<file path="config.mk">
export PLATFORM = sky130hd
export DESIGN_NAME = spi_arbiter
export DESIGN_NICKNAME = d
export VERILOG_FILES = /design/src/rtl/spi_arb_pkg.sv /design/src/rtl/spi_arbiter_rr_pick.sv /design/src/rtl/spi_arbiter.sv
export SDC_FILE = /design/constraint.sdc
export NUM_CORES = 1
export LEC_CHECK = 0
export ABC_CLOCK_PERIOD_IN_PS = 4000
export CORE_ASPECT_RATIO = 0.8
export CORE_MARGIN = 5
export CORE_UTILIZATION = 38
export CTS_CLUSTER_DIAMETER = 120
export CTS_CLUSTER_SIZE = 12
export DETAILED_ROUTE_END_ITERATION = 6
export HOLD_SLACK_MARGIN = 0.1
export PLACE_DENSITY = 0.71
export SYNTH_ARGS = -nofsm -noshare
export SYNTH_HDL_FRONTEND = slang
export SYNTH_SLANG_ARGS = --single-unit
</file>
<file path="constraint.sdc">
create_clock -name clk -period 4 [get_ports clk]
set_input_delay 1 -clock clk [delete_from_list [all_inputs] [get_ports clk]]
set_output_delay 1 -clock clk [all_outputs]
set_load 0.02 [all_outputs]
</file>
<file path="src/rtl/spi_arb_pkg.sv">
// Shared state encoding and default constants for the SPI round-robin arbiter.
package spi_arb_pkg;
   typedef enum logic [2:0] {IDLE, ARB, ISSUE, BUSY, ACK} arb_state_t;

   localparam int SPI_DATA_W          = 12;
   localparam int SPI_ARB_TIMEOUT_DEF = 1024;
endpackage

</file>
<file path="src/rtl/spi_arbiter_rr_pick.sv">
// Combinational round-robin picker: first set request searching upward from ptr+1.
module rr_pick #(
   parameter int NUM_REQ = 4,
   parameter int PW      = (NUM_REQ > 1) ? $clog2(NUM_REQ) : 1
) (
   input  logic [NUM_REQ-1:0] req_i,
   input  logic [PW-1:0]      ptr_i,
   output logic [NUM_REQ-1:0] gnt_o,
   output logic               vld_o
);
   logic [PW-1:0] idx;

   always_comb begin
      gnt_o = '0;
      vld_o = 1'b0;
      idx   = '0;
      for (int k = 1; k <= NUM_REQ; k++) begin
         idx = PW'((int'(ptr_i) + k) % NUM_REQ);
         if (!vld_o && req_i[idx]) begin
            vld_o      = 1'b1;
            gnt_o[idx] = 1'b1;
         end
      end
   end
endmodule

</file>
<file path="src/rtl/spi_arbiter.sv">
// Round-robin arbiter sharing one SPI master among NUM_REQ requesters.
// Optional frame timeout enabled by defining SPI_ARB_TIMEOUT_EN.
module spi_arbiter
   import spi_arb_pkg::*;
#(
   parameter int NUM_REQ     = 4,
   parameter int DATA_W      = SPI_DATA_W,
   parameter int TIMEOUT_CYC = SPI_ARB_TIMEOUT_DEF
) (
   input  logic                      clk,
   input  logic                      rst,
   input  logic [NUM_REQ-1:0]        req,
   input  logic [NUM_REQ*DATA_W-1:0] req_data,
   output logic [NUM_REQ-1:0]        gnt,
   output logic [NUM_REQ-1:0]        ack,
   output logic                      err,
   output logic                      busy,
   output logic                      spi_newd,
   output logic [DATA_W-1:0]         spi_din,
   input  logic                      spi_cs
);
   localparam int PW = (NUM_REQ > 1) ? $clog2(NUM_REQ) : 1;

   arb_state_t          state_q, state_d;
   logic [PW-1:0]       ptr_q, ptr_d;
   logic [NUM_REQ-1:0]  gnt_q, gnt_d;
   logic [NUM_REQ-1:0]  win_q, win_d;
   logic [DATA_W-1:0]   din_q, din_d;
   logic                cs_q;
   logic [NUM_REQ-1:0]  pick_oh;
   logic                pick_vld;
   logic [DATA_W-1:0]   pick_data;
   logic [PW-1:0]       win_idx;
   logic                tmo;

   rr_pick #(.NUM_REQ(NUM_REQ), .PW(PW)) u_pick (
      .req_i (req),
      .ptr_i (ptr_q),
      .gnt_o (pick_oh),
      .vld_o (pick_vld)
   );

   always_comb begin
      pick_data = '0;
      win_idx   = '0;
      for (int i = 0; i < NUM_REQ; i++) begin
         if (pick_oh[i]) pick_data = req_data[i*DATA_W +: DATA_W];
         if (win_q[i])   win_idx   = PW'(i);
      end
   end

`ifdef SPI_ARB_TIMEOUT_EN
   localparam int CW = $clog2(TIMEOUT_CYC + 1);
   logic [CW-1:0] tcnt_q, tcnt_d;

   always_comb begin
      tcnt_d = tcnt_q;
      if (state_q == ARB)                           tcnt_d = '0;
      else if (state_q == ISSUE || state_q == BUSY) tcnt_d = tcnt_q + 1'b1;
   end

   always_ff @(posedge clk) begin
      if (!rst) tcnt_q <= '0;
      else      tcnt_q <= tcnt_d;
   end

   assign tmo = (state_q == ISSUE || state_q == BUSY) && (tcnt_q == CW'(TIMEOUT_CYC));
`else
   assign tmo = 1'b0;
`endif

   always_comb begin
      state_d = state_q;
      ptr_d   = ptr_q;
      gnt_d   = gnt_q;
      win_d   = win_q;
      din_d   = din_q;
      unique case (state_q)
         IDLE:  if (|req) state_d = ARB;
         ARB: begin
            if (pick_vld) begin
               gnt_d   = pick_oh;
               win_d   = pick_oh;
               din_d   = pick_data;
               state_d = ISSUE;
            end else begin
               state_d = IDLE;
            end
         end
         ISSUE: begin
            if (tmo) begin
               gnt_d   = '0;
               ptr_d   = win_idx;
               state_d = IDLE;
            end else if (!cs_q) begin
               state_d = BUSY;
            end
         end
         // A frame end seen in the timeout cycle still completes normally.
         BUSY: begin
            if (cs_q) begin
               gnt_d   = '0;
               state_d = ACK;
            end else if (tmo) begin
               gnt_d   = '0;
               ptr_d   = win_idx;
               state_d = IDLE;
            end
         end
         ACK: begin
            ptr_d   = win_idx;
            state_d = IDLE;
         end
         default: state_d = IDLE;
      endcase
   end

   always_ff @(posedge clk) begin
      if (!rst) begin
         state_q <= IDLE;
         ptr_q   <= PW'(NUM_REQ - 1);
         gnt_q   <= '0;
         win_q   <= '0;
         din_q   <= '0;
         cs_q    <= 1'b1;
      end else begin
         state_q <= state_d;
         ptr_q   <= ptr_d;
         gnt_q   <= gnt_d;
         win_q   <= win_d;
         din_q   <= din_d;
         cs_q    <= spi_cs;
      end
   end

   assign gnt      = gnt_q;
   assign ack      = (state_q == ACK) ? win_q : '0;
   assign err      = tmo;
   assign busy     = (state_q != IDLE);
   assign spi_newd = (state_q == ISSUE) && !tmo;
   assign spi_din  = din_q;
endmodule

</file>
==> flow_results.org <==
** Outcome
- Outcome :: completed

** Routing
- Detailed-route wire length :: 6250 um
- Once detail routing completed, the nets flagged for antenna violations numbered 0.
- Post-route DRC violation count :: 0
- The final route contains 2086 vias.
- In the routed layout, each cell is associated on average with a via count of 5.79.
- First-pass detailed-route iteration total :: 4
- Average detailed-routed wire length per instance :: 17.4 um
- Initial DRC count :: 187

** Synthesis
- By area the synthesized netlist is led by sky130_fd_sc_hd__dfxtp_1 (25%), sky130_fd_sc_hd__o221a_2 (6.0%), sky130_fd_sc_hd__a221oi_2 (5.8%).
- The most used flip-flop cell after synthesis is sky130_fd_sc_hd__dfxtp_1.
- In this run, synthesis produced a sequential element count of 26.
- Mean area per synthesized cell :: 8.99 um2
- YS warnings :: 0
- Share of the synthesized area in the top cell type :: 25.3%
- The commonest cells after synthesis are sky130_fd_sc_hd__dfxtp_1 (26), sky130_fd_sc_hd__nand2_1 (20), sky130_fd_sc_hd__nor2_1 (18).
- Mapped cell area :: 2060 um2
- Of the synthesized area, sequential elements account for 25.3%.
- sky130_fd_sc_hd__dfxtp_1 is the most common cell in the netlist.
- The cell count after synthesis came out at 229.
- Number of nets produced by synthesis :: 292
- Post-synthesis cell type with the largest combined area :: sky130_fd_sc_hd__dfxtp_1
- Number of enable-type register cells in the synthesized netlist :: 0
- After synthesis, the netlist uses 47 different library cells.
- Async set or reset register ratio after synthesis :: 0%

** CTS
- TritonCTS sink count :: 26
- Buffer type at the clock tree root :: sky130_fd_sc_hd__clkbuf_8
- Post-CTS Setup Repair Bufs :: 0
- After clock tree synthesis, the flow added hold-fix buffers numbering 0.
- Buffer levels on the longest clock path :: 2
- TritonCTS created 3 clock buffers.
- CTS built an H-tree with a depth of 1.
- Clock tree from TritonCTS :: built
- CTS resizes :: 0
- For the worst-skew pair, the clock arrives at the later sink with an insertion delay of 270 ps.
- Clock transition at path regs :: 90 ps

** Global route
- Entering global routing, the biggest net connects 38 pins.
- Via count of the first global-routing pass :: 2055
- The number of antenna violations at the first check in global routing was 0.
- After global routing the overflow that remains totals 0.
- Global-route wire length before repair :: 10100 um
- Global routing usage summed across all routing layers :: 18.0%

** Timing
- Setup violations remaining at the end of the flow were counted as 0.
- Post-layout worst setup margin :: 429 ps
- Setup total negative slack on the finished layout was measured at 0 ps.
- Setup repair after global routing left no endpoint under its margin.
- Clk_skew :: 1.24 ps
- Final hold analysis gives a worst-case slack of 453 ps.
- Relative slew slack :: 39.1%
- At the pin with the least slew margin, the transition time is 910 ps.
- Static timing analysis puts the maximum clock frequency at 280 MHz.
- The hold violation total from the final report was 0.
- Final critical delay including setup and external delays :: 3570 ps
- The final-report max-slew violation count came to 0.
- Dividing the final minimum period by the clock period gives 89.3%.

** Final layout
- End-of-flow core utilization :: 54.4%
- Diode insertion count for antenna repair :: 0
- Fraction of layout cells with a size suffix above 1 :: 16.9%
- The area growth from synthesis to layout is 41.3%.
- Net total in the final layout :: 359
- After routing the design area is 2910 um2.
- Number of standard cells in the layout, taps in and fillers out :: 360

** Die
- In this run the standard cell core region covers 5350 um2.
- Once the floorplan was initialized, standard cells occupied 38.5% of the core.
- In this run the horizontal extent of the chip is 92.3 um.
- Ports :: 78
- The floorplan has 24 rows.
- Die footprint :: 7000 um2
- From bottom edge to top edge, the die measures 75.8 um.

** Power and ir drop
- For this design the static power due to leakage is 1.09 nW.
- Power per Cell Area :: 266 nW/um2
- Reported net switching power :: 0.253 mW
- Switching Fraction :: 32.7%
- Cell internal power was estimated by the tool at 0.521 mW.
- Clock share of power :: 22.4%
- In this run, the combinational gates consume 39.1% of the power.
- VDD sags by at most 0.154 mV.
- Overall power consumption after layout is estimated at 0.773 mW.
- Proportion of power drawn by flip-flops and latches :: 38.5%

** Setup path
- Critical Path Source Type :: input pin
- Crit. End Element :: flop
- On the critical path, the stage with the largest delay is an instance of sky130_fd_sc_hd__nor2b_1.
- The kind of cell with the highest combined delay along the critical path is buffers and inverters.
- In this design, the stage delay of the slowest critical-path cell is 760 ps.
- CP Max Fanout :: 13
- Buffers & Inverters on Critical Path :: 2
- Data on the critical path is required at its endpoint by 4160 ps.
- Crit Path Class :: in -> reg
- Data arrival time at the worst-slack endpoint :: 3730 ps
- Walking the worst path, the cells encountered are clkdlybuf4s50_1 -> mux4_2 -> nor2b_1 -> o22ai_1 -> buf_4 -> a221oi_1 -> o31ai_2.

** Min path
- Hold Path Class :: reg -> reg

** Place
- Placed wire-length estimate :: 4800 um
- Summing all placed instances gives a cell area of 2850 um2.
- OpenSTA, run right after detailed placement, puts the worst setup slack at 223 ps.
- Placer Congestion :: 0.840
- Count of buffers inserted at the top-level ports :: 76
- Number of cells after detailed placement :: 356

** Flow run
- Number of max-capacitance violations reported :: 0
## final timing paths
path | start | to | slack [ps] | cells past startpoint
worst max-delay path | req[3] | spi_din[0]$_SDFFE_PN0P_ | 430 | 7
worst min-delay path | gnt[2]$_SDFFE_PN0P_ | gnt[2]$_SDFFE_PN0P_ | 450 | 2
worst min register to register | gnt[2]$_SDFFE_PN0P_ | gnt[2]$_SDFFE_PN0P_ | 450 | 2
worst max register to register | ptr_q[1]$_SDFFE_PN1N_ | spi_din[0]$_SDFFE_PN0P_ | 590 | 8
## area by class of cell
class,instances,area (um2)
Fill cell,509,2440
Multi-Input combinational cell,174,1400
Timing Repair Buffer,86,836
Sequential cell,26,520
Tap cell,65,81.3
Clock buffer,4,55.1
Inverter,5,18.8
## flip-flops by register name (all words and copies together), names as in the netlist
| signal | flops |
|---|---|
| state_q | 3 |
| ptr_q | 2 |
| gnt | 4 |
| win_q | 4 |
| cs_q | 1 |
| spi_din | 12 |
## layout by cell type, fill, tap and decap left out, types with 3 or more instances in the layout
| cell type | n |
|---|---|
| sky130_fd_sc_hd__o221a_2 | 11 |
| sky130_fd_sc_hd__clkbuf_8 | 4 |
| sky130_fd_sc_hd__mux4_2 | 3 |
| sky130_fd_sc_hd__clkdlybuf4s50_1 | 76 |
| sky130_fd_sc_hd__buf_4 | 10 |
| sky130_fd_sc_hd__nor2_1 | 18 |
| sky130_fd_sc_hd__and3_1 | 15 |
| sky130_fd_sc_hd__nand3b_1 | 4 |
| sky130_fd_sc_hd__nand2b_1 | 5 |
| sky130_fd_sc_hd__nand2_1 | 20 |
| sky130_fd_sc_hd__mux2i_1 | 4 |
| sky130_fd_sc_hd__o31ai_2 | 9 |
| sky130_fd_sc_hd__o22ai_1 | 4 |
| sky130_fd_sc_hd__a21oi_1 | 7 |
| sky130_fd_sc_hd__a32oi_1 | 12 |
| sky130_fd_sc_hd__a221oi_2 | 8 |
| sky130_fd_sc_hd__or3_1 | 3 |
| sky130_fd_sc_hd__dfxtp_1 | 26 |
| sky130_fd_sc_hd__o31ai_1 | 3 |
| sky130_fd_sc_hd__ha_1 | 8 |
| sky130_fd_sc_hd__a221oi_1 | 5 |
| sky130_fd_sc_hd__inv_1 | 4 |
| sky130_fd_sc_hd__a21boi_1 | 8 |
## worst register-to-register path: stages (launching register included)
cell	delay (ps)
sky130_fd_sc_hd__dfxtp_1	650
sky130_fd_sc_hd__inv_1	190
sky130_fd_sc_hd__ha_1	450
sky130_fd_sc_hd__mux4_2	380
sky130_fd_sc_hd__nor2b_1	760
sky130_fd_sc_hd__o22ai_1	180
sky130_fd_sc_hd__buf_4	250
sky130_fd_sc_hd__a221oi_1	350
sky130_fd_sc_hd__o31ai_2	100
## power groups by stage
stage / sequential [mW] / combinational (mW) / clock [mW]
6_report: 0.298 / 0.302 / 0.173
5_1_grt: 0.301 / 0.325 / 0.193
4_1_cts: 0.298 / 0.301 / 0.178
3_5_place_dp: 0.304 / 0.300 / 0
3_3_place_gp: 0.303 / 0.298 / 0
2_1_floorplan: 0.315 / 0.163 / 0
## logic make-up after synthesis
| group | after synthesis | share of synthesized area [%] |
|---|---|---|
| AO/OA/AOI/OAI | 79 | 37.3 |
| AND/OR/NAND/NOR | 78 | 19.8 |
| buffers and inverters | 29 | 6.81 |
| flip-flops | 26 | 25.3 |
| multiplexers | 8 | 5.77 |
| adder cells (fa/ha/maj) | 8 | 4.86 |
| other | 1 | 0.182 |
## layer usage
metal | vias to the layer above | routed length, um | track usage (%)
li1 | 1023 | - | -
met1 | 992 | 3030 | 25.8
met2 | 67 | 2870 | 29.1
met3 | 4 | 277 | 2.27
met4 | 0 | 68 | 4.28
met5 | - | 0 | 0
(Power assumes the default switching activity.)
